### src/rtl/i2c_slave_reg_ctrl_pkg.sv
// Shared definitions for the I2C slave register controller.
//   state_t            : controller FSM states
//   SLAVE_ADDR_DEFAULT : default 7-bit bus address
//   AW                 : register RAM address width
//   SCRATCH_ADDR       : RAM location used as the dummy write target of read fetches
//   LAST_REG           : highest host-visible register (pointer wraps to 0 after it)
package i2c_slave_pkg;

   localparam logic [6:0]  SLAVE_ADDR_DEFAULT = 7'h50;
   localparam int unsigned AW                 = 5;
   localparam int unsigned SCRATCH_ADDR       = 31;
   localparam int unsigned LAST_REG           = 30;

   typedef enum logic [2:0] {
      IDLE,
      ADDR,
      PTR,
      WDATA,
      RFETCH,
      RWAIT,
      RDATA,
      IGNORE
   } state_t;

endpackage

### src/rtl/i2c_slave_reg_ctrl_if.sv
// Byte-level handshake between the I2C slave PHY and the register controller.
//   bus_start/bus_stop : 1-cycle START/STOP pulses from the PHY
//   rx_valid/rx_byte   : received byte strobe and data
//   ack_valid/ack      : ACK decision for the last received byte
//   tx_req/tx_nack     : master ACKed / NACKed the last transmitted byte
//   tx_valid/tx_data   : next byte to transmit
// Modports: slave = controller side, master = PHY side.
interface i2c_slave_reg_ctrl_if;

   logic       bus_start;
   logic       bus_stop;
   logic       rx_valid;
   logic [7:0] rx_byte;
   logic       ack_valid;
   logic       ack;
   logic       tx_req;
   logic       tx_nack;
   logic       tx_valid;
   logic [7:0] tx_data;

   modport slave (
      input  bus_start, bus_stop, rx_valid, rx_byte, tx_req, tx_nack,
      output ack_valid, ack, tx_valid, tx_data
   );

   modport master (
      output bus_start, bus_stop, rx_valid, rx_byte, tx_req, tx_nack,
      input  ack_valid, ack, tx_valid, tx_data
   );

endinterface

### src/rtl/i2c_slave_reg_ctrl_ptr.sv
// Register pointer for the I2C slave controller.
//   clk, rst_n : clock, asynchronous active-low reset (pointer clears to 0)
//   load       : load load_val; values above LAST_REG load 0
//   load_val   : new pointer value
//   inc        : advance by one, wrapping from LAST_REG to 0 (load has priority)
//   ptr        : current pointer
module i2c_reg_ptr
   import i2c_slave_pkg::*;
#(
   parameter int unsigned AW       = i2c_slave_pkg::AW,
   parameter int unsigned LAST_REG = i2c_slave_pkg::LAST_REG
) (
   input  logic          clk,
   input  logic          rst_n,
   input  logic          load,
   input  logic [AW-1:0] load_val,
   input  logic          inc,
   output logic [AW-1:0] ptr
);

   localparam logic [AW-1:0] LAST = AW'(LAST_REG);

   always_ff @(posedge clk or negedge rst_n) begin
      if (!rst_n) begin
         ptr <= '0;
      end else if (load) begin
         ptr <= (load_val > LAST) ? '0 : load_val;
      end else if (inc) begin
         ptr <= (ptr == LAST) ? '0 : ptr + AW'(1);
      end
   end

endmodule

### src/rtl/i2c_slave_reg_ctrl.sv
// Register-access controller between the I2C slave byte PHY and a 32x8 register RAM.
// Decodes the address and register-pointer bytes, writes host data with pointer
// auto-increment, and prefetches read bytes for transmission.
//   clk, rst_n      : clock, asynchronous active-low reset
//   bus             : PHY handshake (slave modport)
//   ram_wadd/ram_din/ram_w : RAM write port; ram_w also strobes the RAM read port
//   ram_radd        : RAM read address
//   ram_dout        : RAM read data (registered inside the RAM)
module i2c_slave_reg_ctrl
   import i2c_slave_pkg::*;
#(
   parameter logic [6:0]  SLAVE_ADDR   = i2c_slave_pkg::SLAVE_ADDR_DEFAULT,
   parameter int unsigned AW           = i2c_slave_pkg::AW,
   parameter int unsigned SCRATCH_ADDR = i2c_slave_pkg::SCRATCH_ADDR,
   parameter int unsigned LAST_REG     = i2c_slave_pkg::LAST_REG
) (
   input  logic                 clk,
   input  logic                 rst_n,
   i2c_slave_reg_ctrl_if.slave  bus,
   output logic [AW-1:0]        ram_wadd,
   output logic [7:0]           ram_din,
   output logic                 ram_w,
   output logic [AW-1:0]        ram_radd,
   input  logic [7:0]           ram_dout
);

   state_t        state;
   logic          ack_valid_q;
   logic          ack_q;
   logic          tx_valid_q;
   logic [7:0]    tx_data_q;
   logic [AW-1:0] ptr;
   logic          active;
   logic          ptr_load;
   logic          ptr_inc;

   assign bus.ack_valid = ack_valid_q;
   assign bus.ack       = ack_q;
   assign bus.tx_valid  = tx_valid_q;
   assign bus.tx_data   = tx_data_q;

   // Pointer strobes mirror the FSM's own decisions; START/STOP suppress them.
   always_comb begin
      active   = !bus.bus_start && !bus.bus_stop;
      ptr_load = active && (state == PTR) && bus.rx_valid;
      ptr_inc  = active && (((state == WDATA) && bus.rx_valid) ||
                            ((state == RDATA) && !tx_valid_q));
   end

   i2c_reg_ptr #(
      .AW       (AW),
      .LAST_REG (LAST_REG)
   ) u_ptr (
      .clk      (clk),
      .rst_n    (rst_n),
      .load     (ptr_load),
      .load_val (bus.rx_byte[AW-1:0]),
      .inc      (ptr_inc),
      .ptr      (ptr)
   );

   always_ff @(posedge clk or negedge rst_n) begin
      if (!rst_n) begin
         state       <= IDLE;
         ack_valid_q <= 1'b0;
         ack_q       <= 1'b0;
         tx_valid_q  <= 1'b0;
         tx_data_q   <= '0;
         ram_w       <= 1'b0;
         ram_wadd    <= '0;
         ram_din     <= '0;
         ram_radd    <= '0;
      end else begin
         ack_valid_q <= 1'b0;
         ram_w       <= 1'b0;
         if (bus.bus_start) begin
            state      <= ADDR;
            tx_valid_q <= 1'b0;
         end else if (bus.bus_stop) begin
            state      <= IDLE;
            tx_valid_q <= 1'b0;
         end else begin
            // Every byte outside IDLE is answered; states that accept it override ack.
            if (bus.rx_valid && (state != IDLE)) begin
               ack_valid_q <= 1'b1;
               ack_q       <= 1'b0;
            end
            case (state)
               ADDR: begin
                  if (bus.rx_valid) begin
                     if (bus.rx_byte[7:1] == SLAVE_ADDR) begin
                        ack_q <= 1'b1;
                        state <= bus.rx_byte[0] ? RFETCH : PTR;
                     end else begin
                        state <= IGNORE;
                     end
                  end
               end
               PTR: begin
                  if (bus.rx_valid) begin
                     ack_q <= 1'b1;
                     state <= WDATA;
                  end
               end
               WDATA: begin
                  if (bus.rx_valid) begin
                     ack_q    <= 1'b1;
                     ram_w    <= 1'b1;
                     ram_wadd <= ptr;
                     ram_din  <= bus.rx_byte;
                  end
               end
               RFETCH: begin
                  // Dummy scratch write clocks the RAM read port at ptr.
                  ram_w    <= 1'b1;
                  ram_wadd <= AW'(SCRATCH_ADDR);
                  ram_din  <= '0;
                  ram_radd <= ptr;
                  state    <= RWAIT;
               end
               RWAIT: begin
                  state <= RDATA;
               end
               RDATA: begin
                  // Entered with tx_valid low: first cycle captures ram_dout, then the
                  // byte is held until the master ACKs or NACKs it.
                  if (!tx_valid_q) begin
                     tx_data_q  <= ram_dout;
                     tx_valid_q <= 1'b1;
                  end else if (bus.tx_req) begin
                     tx_valid_q <= 1'b0;
                     state      <= RFETCH;
                  end else if (bus.tx_nack) begin
                     tx_valid_q <= 1'b0;
                     state      <= IGNORE;
                  end
               end
               default: ;
            endcase
         end
      end
   end

endmodule

### src/flat_wrapper.sv
// flat-port wrapper written by rule: the top's interface ports become plain ports
module i2c_slave_reg_ctrl_flat import i2c_slave_pkg::*;
#(
   parameter logic [6:0]  SLAVE_ADDR   = i2c_slave_pkg::SLAVE_ADDR_DEFAULT,
   parameter int unsigned AW           = i2c_slave_pkg::AW,
   parameter int unsigned SCRATCH_ADDR = i2c_slave_pkg::SCRATCH_ADDR,
   parameter int unsigned LAST_REG     = i2c_slave_pkg::LAST_REG
)
  (clk, rst_n, ram_wadd, ram_din, ram_w, ram_radd, ram_dout, bus_bus_start, bus_bus_stop, bus_rx_valid, bus_rx_byte, bus_tx_req, bus_tx_nack, bus_ack_valid, bus_ack, bus_tx_valid, bus_tx_data);
  i2c_slave_reg_ctrl_if bus_i ();
  input  logic clk;
  input  logic rst_n;
  output logic [AW-1:0] ram_wadd;
  output logic [7:0] ram_din;
  output logic ram_w;
  output logic [AW-1:0] ram_radd;
  input  logic [7:0] ram_dout;
  input wire logic [$bits(bus_i.bus_start)-1:0] bus_bus_start;
  input wire logic [$bits(bus_i.bus_stop)-1:0] bus_bus_stop;
  input wire logic [$bits(bus_i.rx_valid)-1:0] bus_rx_valid;
  input wire logic [$bits(bus_i.rx_byte)-1:0] bus_rx_byte;
  input wire logic [$bits(bus_i.tx_req)-1:0] bus_tx_req;
  input wire logic [$bits(bus_i.tx_nack)-1:0] bus_tx_nack;
  output wire logic [$bits(bus_i.ack_valid)-1:0] bus_ack_valid;
  output wire logic [$bits(bus_i.ack)-1:0] bus_ack;
  output wire logic [$bits(bus_i.tx_valid)-1:0] bus_tx_valid;
  output wire logic [$bits(bus_i.tx_data)-1:0] bus_tx_data;
  assign bus_i.bus_start = bus_bus_start;
  assign bus_i.bus_stop = bus_bus_stop;
  assign bus_i.rx_valid = bus_rx_valid;
  assign bus_i.rx_byte = bus_rx_byte;
  assign bus_i.tx_req = bus_tx_req;
  assign bus_i.tx_nack = bus_tx_nack;
  assign bus_ack_valid = bus_i.ack_valid;
  assign bus_ack = bus_i.ack;
  assign bus_tx_valid = bus_i.tx_valid;
  assign bus_tx_data = bus_i.tx_data;
  i2c_slave_reg_ctrl #(.SLAVE_ADDR(SLAVE_ADDR), .AW(AW), .SCRATCH_ADDR(SCRATCH_ADDR), .LAST_REG(LAST_REG)) u_core (.clk(clk), .rst_n(rst_n), .bus(bus_i), .ram_wadd(ram_wadd), .ram_din(ram_din), .ram_w(ram_w), .ram_radd(ram_radd), .ram_dout(ram_dout));
endmodule
### config.mk
export PLATFORM = sky130hd
export DESIGN_NAME = i2c_slave_reg_ctrl_flat
export DESIGN_NICKNAME = d
export VERILOG_FILES = /design/src/rtl/i2c_slave_reg_ctrl_pkg.sv /design/src/rtl/i2c_slave_reg_ctrl_if.sv /design/src/rtl/i2c_slave_reg_ctrl_ptr.sv /design/src/rtl/i2c_slave_reg_ctrl.sv /design/src/flat_wrapper.sv
export SDC_FILE = /design/constraint.sdc
export NUM_CORES = 1
export LEC_CHECK = 0
export BUFFER_PORTS_ARGS = -buffer_cell sky130_fd_sc_hd__buf_4
export CAP_MARGIN = 10
export CORE_ASPECT_RATIO = 0.5
export CORE_MARGIN = 2
export CORE_UTILIZATION = 55
export DETAILED_ROUTE_END_ITERATION = 7
export PLACE_DENSITY = 0.81
export SETUP_SLACK_MARGIN = 0.5
export SYNTH_ARGS = -nofsm -noshare
export SYNTH_HDL_FRONTEND = slang
export SYNTH_SLANG_ARGS = --single-unit
### constraint.sdc
create_clock -name clk -period 5.1 [get_ports clk]
set_input_delay 1.02 -clock clk [delete_from_list [all_inputs] [get_ports clk]]
set_output_delay 1.02 -clock clk [all_outputs]
set_load 0.005 [all_outputs]
Word-level counts from Yosys, hierarchy flattened
Index checks and enable logic that the tools add are counted.
{"block": "word_totals", "reg_bits": 38, "latch_bits": 0, "ram_bits": 0, "rom_bits": 0, "output_inout_bits": 30, "wordCells": 86, "n_memories": 0}
{"block": "classes", "add_sub_neg": 1, "multipliers": 0, "n_div": 0, "n_lt_le_gt_ge": 1, "eq_ne": 13, "shifts": 0, "n_mux": 36, "n_bitwise": 3, "reduce_logical": 22}
{"operator": "$mux 3", "n": 9}
{"operator": "$mux 5", "n": 5}
{"operator": "$mux 1", "n": 16}
{"operator": "$pmux 8 s2", "n": 1}
{"operator": "$pmux 3 s5", "n": 1}
{"operator": "$pmux 5 s2", "n": 1}
{"operator": "$eq 3x3->1 const B", "n": 3}
{"operator": "$mux 8", "n": 1}
{"operator": "$ne 4x4->1 const B", "n": 2}
{"operator": "$reduce_and 4->1", "n": 2}
{"operator": "$eq 7x7->1 const B", "n": 1}
{"operator": "$logic_and 1x1->1", "n": 7}
{"operator": "$reduce_bool 7->1", "n": 1}
{"operator": "$eq 3x2->1 const B", "n": 2}
{"operator": "$reduce_bool 3->1", "n": 2}
{"operator": "$add 5x1->5 const B", "n": 1}
{"operator": "$eq 5x5->1 const B", "n": 1}
{"operator": "$gt 5x5->1 const B", "n": 1}
{"operator": "$ne 5x5->1 const B", "n": 1}
{"operator": "$reduce_and 5->1", "n": 1}
{"operator": "$ne 4x3->1 const B", "n": 1}
{"operator": "$pmux 1 s2", "n": 2}
{"operator": "$reduce_bool 2->1", "n": 2}
{"operator": "$eq 3x1->1 const B", "n": 1}
{"operator": "other kinds (7)", "n": 11}

Depth between registers and ports, before layout
{"block": "depth", "ltp_word": 6, "ltp_mapped": 6, "ltp_nobuf": 6}

Hierarchy
A second synthesis with hierarchy kept.
{"block": "hier_totals", "cells_unflattened": 176, "hier_area_um2": 1830.5}
{"module": "i2c_slave_reg_ctrl", "n_inst": 1, "cells_per_inst": 138, "area_each_um2": 1477.7, "seq_area_each_um2": 825.8}
{"module": "i2c_reg_ptr", "n_inst": 1, "cells_per_inst": 38, "area_each_um2": 352.8, "seq_area_each_um2": 125.1}

Least setup slack after synthesis
Ideal clock, no wire load.
{"block": "synth_timing", "path_type": "input to register", "from": "in bus_bus_start", "to": "reg u_core.u_ptr.ptr[2]", "setup_ns": 0.121, "t_arrival_ns": 2.238, "slack_ns": 2.741, "path_stages": 5, "n_path_buf": 1, "cell_sequence": "or4b_1 > buf_4 > o21ai_0 > o22ai_1 > a22o_1"}
{"block": "synth_between", "elab_chain_len": 5, "word_cells_on_any_way": 7, "cone_classes": "mux: 1; reduce/logical: 6"}
{"item": "from (decl)", "line": "flat_wrapper.sv:18", "source": "input wire logic [$bits(bus_i.bus_start)-1:0] bus_bus_start;"}
{"item": "$logic_not 1->1 *", "line": "i2c_slave_reg_ctrl.sv:44", "source": "active = !bus.bus_start && !bus.bus_stop;"}
{"item": "$logic_and 1x1->1 *", "line": "i2c_slave_reg_ctrl.sv:44"}
{"item": "$logic_and 1x1->1 (2 in series)", "line": "i2c_slave_reg_ctrl.sv:45", "source": "ptr_load = active && (state == PTR) && bus.rx_valid;"}
{"item": "$mux 5 or $reduce_bool 2->1 (tied branches)"}
{"item": "to (signal assigned)", "line": "i2c_slave_reg_ctrl_ptr.sv:27", "source": "ptr <= (load_val > LAST) ? '0 : load_val;"}
{"item": "to (signal assigned)", "line": "i2c_slave_reg_ctrl_ptr.sv:29", "source": "ptr <= (ptr == LAST) ? '0 : ptr + AW'(1);"}
{"item": "to (decl)", "line": "i2c_slave_reg_ctrl_ptr.sv:18", "source": "output logic [AW-1:0] ptr"}
Every way passes the cells marked *; elsewhere a longest branch is shown, timed or not.
A chain may end at the register's enable or synchronous reset.

Final worst setup path
{"block": "layout_timing", "from": "in bus_bus_start", "to": "reg u_core.u_ptr.ptr[4]"}
The elaborated chain is that of the path after synthesis.

==> results.json <==
{
  "rows": 14,
  "outcome": "finished, final reports clean",
  "drc_errors": 0,
  "wl_per_cell_um": 16.2,
  "max_stage_delay_ns": 0.71,
  "cp_common_cell": "o21ai_0",
  "die_y_um": 45.0,
  "fin_nets": 235,
  "hold_viol": 0,
  "htree_levels": 2,
  "grt.overflow.total": 0,
  "root_buffer": "clkbuf_8",
  "endpoint_kind": "flop",
  "clkSinkCount": 38,
  "drt_iter0_markers": 89,
  "routed_wl_um": 4050,
  "dp_hpwl_um": 2970,
  "r2r_setup_slack_ns": 2.99,
  "p_seq_share_pct": 51.7,
  "post_cts_resized": 0,
  "rsz0062_at_grt": "false",
  "ys_ff_latch": 38,
  "switching_share_pct": 28.2,
  "pwr-share-comb_pct": 22.2,
  "crit_slowest_cell": "or4b_1",
  "port_buffers": 52,
  "power_uw": 749,
  "clockPowerShare_pct": 26.0,
  "synth-edff-count": 0,
  "drive_gt1_share_pct": 38.1,
  "timing.fmax_mhz": 406,
  "relSlewSlack_pct": 34.0,
  "crit_fanout": 7,
  "hold_slack_ns": 0.504,
  "cts_tree": "done",
  "path_clk_slew_ns": 0.07,
  "fillers": 213,
  "tns_ns": 0,
  "ys_types": 45,
  "grt_pass1_wl_um": 6800,
  "ioPinCount": 53,
  "grt.total_usage_pct": 23.8,
  "syn_nets": 181,
  "clock-skew-final_ns": 0.00453,
  "clk_latency_ns": 0.30,
  "crit_type": "input pin to flop",
  "grt_pass1_vias": 1382,
  "synth_top_flop_cell": "dfrtp_1",
  "post-route-period-util_pct": 48.3,
  "p_per_area_nw_per_um2": 321,
  "path_cells": "buf_4 -> or4b_1 -> o21ai_0 -> o21ai_0 -> a22o_1",
  "ant_nets": 0,
  "yosysWarnings": 0,
  "die_area_um2": 3870,
  "netlist_instances": 156,
  "cts.path.max_buffers": 2,
  "synth_seq_area_share_pct": 51.5,
  "grt_max_degree": 39,
  "tightest_slew_ns": 0.981,
  "hp-class": "flop to flop",
  "power.switching_uw": 211,
  "finalSetupViolations": 0,
  "start_util_pct": 59.6,
  "cts_hold_buf": 0,
  "syn2layout_area_growth_pct": 26.3,
  "diodes": 0,
  "antenna_found_initial": 0,
  "via_per_inst": 5.83,
  "slew_violations": 0,
  "place_ws_ns": 2.34,
  "coreArea_um2": 3100,
  "layout_min_cycle_time_ns": 2.46,
  "cts_setup_buffers": 0,
  "syn_area_um2": 1850,
  "max_cap_viol_count": 0,
  "internal_power_uw": 538,
  "startpoint_type": "input pin",
  "arrival_ns": 2.66,
  "gp_congestion": 0.851,
  "p_leak_nw": 1.15,
  "async_flop_share_pct": 100,
  "first_pass_iters": 4,
  "fp.dieW_um": 86.0,
  "cp_data_required_time_ns": 5.29,
  "layout_setup_ws_ns": 2.64,
  "cts_buffers": 5,
  "vias": 1458,
  "avgSynthCellArea_um2": 11.8,
  "peakVddDrop_uv": 195
}
[layout by cell type, fill, tap and decap left out, types with 6 or more instances in the layout]
master	synthesis	layout
dfrtp_1	38	38
nand4_1	6	6
mux2_4	8	8
buf_4	2	52
a22o_1	11	11
o21ai_0	7	7
nor2_1	10	10
nand2_1	8	8
[worst paths after layout]
path | cells past startpoint | startpoint | to
max | 5 | bus_bus_start | u_core.u_ptr.ptr[4]$_DFFE_PN0P_
min | 1 | u_core.ram_wadd[2]$_DFFE_PN0P_ | u_core.ram_wadd[2]$_DFFE_PN0P_
max reg2reg | 3 | u_core.state[2]$_DFFE_PN0P_ | u_core.ram_wadd[1]$_DFFE_PN0P_
min reg2reg | 1 | u_core.ram_wadd[2]$_DFFE_PN0P_ | u_core.ram_wadd[2]$_DFFE_PN0P_
max in group asynchronous | 1 | rst_n | u_core.bus.tx_data[7]$_DFFE_PN0P_
min in group asynchronous | 1 | rst_n | u_core.state[2]$_DFFE_PN0P_
[Yosys cell counts (2+ instances only)]
master	n	share of area [%]
o22a_1	4	1.9
inv_1	5	1.0
clkbuf_1	2	0.41
o21ai_0	7	1.9
nand2_1	8	1.6
mux2_2	5	3.0
nand3_1	3	0.81
nor2b_1	3	1.0
nand2b_1	2	0.68
a21oi_1	5	1.4
a22o_1	11	5.2
nor3_1	2	0.54
o221ai_1	2	0.95
o31ai_1	2	0.81
a31oi_1	2	0.68
o21a_1	3	1.2
buf_4	2	0.81
mux2_4	8	6.5
ha_1	2	1.4
o211ai_1	2	0.81
dfrtp_1	38	51
nor2_1	10	2.0
nand4_1	6	2.0
[power groups by stage]
stage / Combinational, mW / Sequential (mW) / Clock, mW
detailed placement: 0.168 / 0.391 / 0
global route: 0.181 / 0.394 / 0.211
CTS: 0.168 / 0.387 / 0.200
global placement: 0.162 / 0.390 / 0
finish: 0.166 / 0.387 / 0.195
floorplan: 0.0750 / 0.385 / 0
[metal layers]
metal | vias up | GRT usage (%) | part of all wire, %
li1 | 697 | - | -
met1 | 700 | 34.7 | 48
met2 | 54 | 34.4 | 44
met3 | 7 | 5.48 | 6.4
met4 | 0 | 10.5 | 1.9
met5 | - | 0 | 0
[per-stage QoR]
step / utilization [%] / cells / instance area [um^2]
2_1_floorplan: - / 156 / 1850
3_3_place_gp: 72.7 / 243 / 2250
3_5_place_dp: 72.7 / 243 / 2250
4_1_cts: 75.3 / 250 / 2330
5_1_grt: 75.3 / 250 / 2330
6_report: 75.3 / 250 / 2330
[critical path, delay by kind of cell]
family / cells / cell delay (ns)
AO/OA/AOI/OAI: 3 / 0.78
buffers and inverters: 1 / 0.14
AND/OR/NAND/NOR: 1 / 0.71
[final cells by class]
type	count	area [um^2]	area share, %
Inverter	6	23.8	1.02
Tap cell	40	50.0	2.14
Clock buffer	5	68.8	2.95
Sequential cell	38	951	40.8
Multi-Input combinational cell	107	840	36.0
Timing Repair Buffer	52	390	16.7
Clock inverter	2	10.0	0.429
[flip-flops by register name, indices dropped and copies added (netlist names), 3 cells and up]
register,count
u_core.bus.tx_data,8
u_core.ram_din,8
u_core.ram_radd,5
u_core.ram_wadd,5
u_core.state,3
u_core.u_ptr.ptr,5
[cell families (layout without fill, tap and decap cells)]
logic type	Yosys count	in the layout	synth area share (%)
AO/OA/AOI/OAI	46	46	19.2
AND/OR/NAND/NOR	46	46	15.3
flip-flops	38	38	51.5
multiplexers	13	13	9.55
buffers and inverters	11	65	3.11
adder cells (fa/ha/maj)	2	2	1.35
Note: power is estimated with default switching activity, not from simulation.
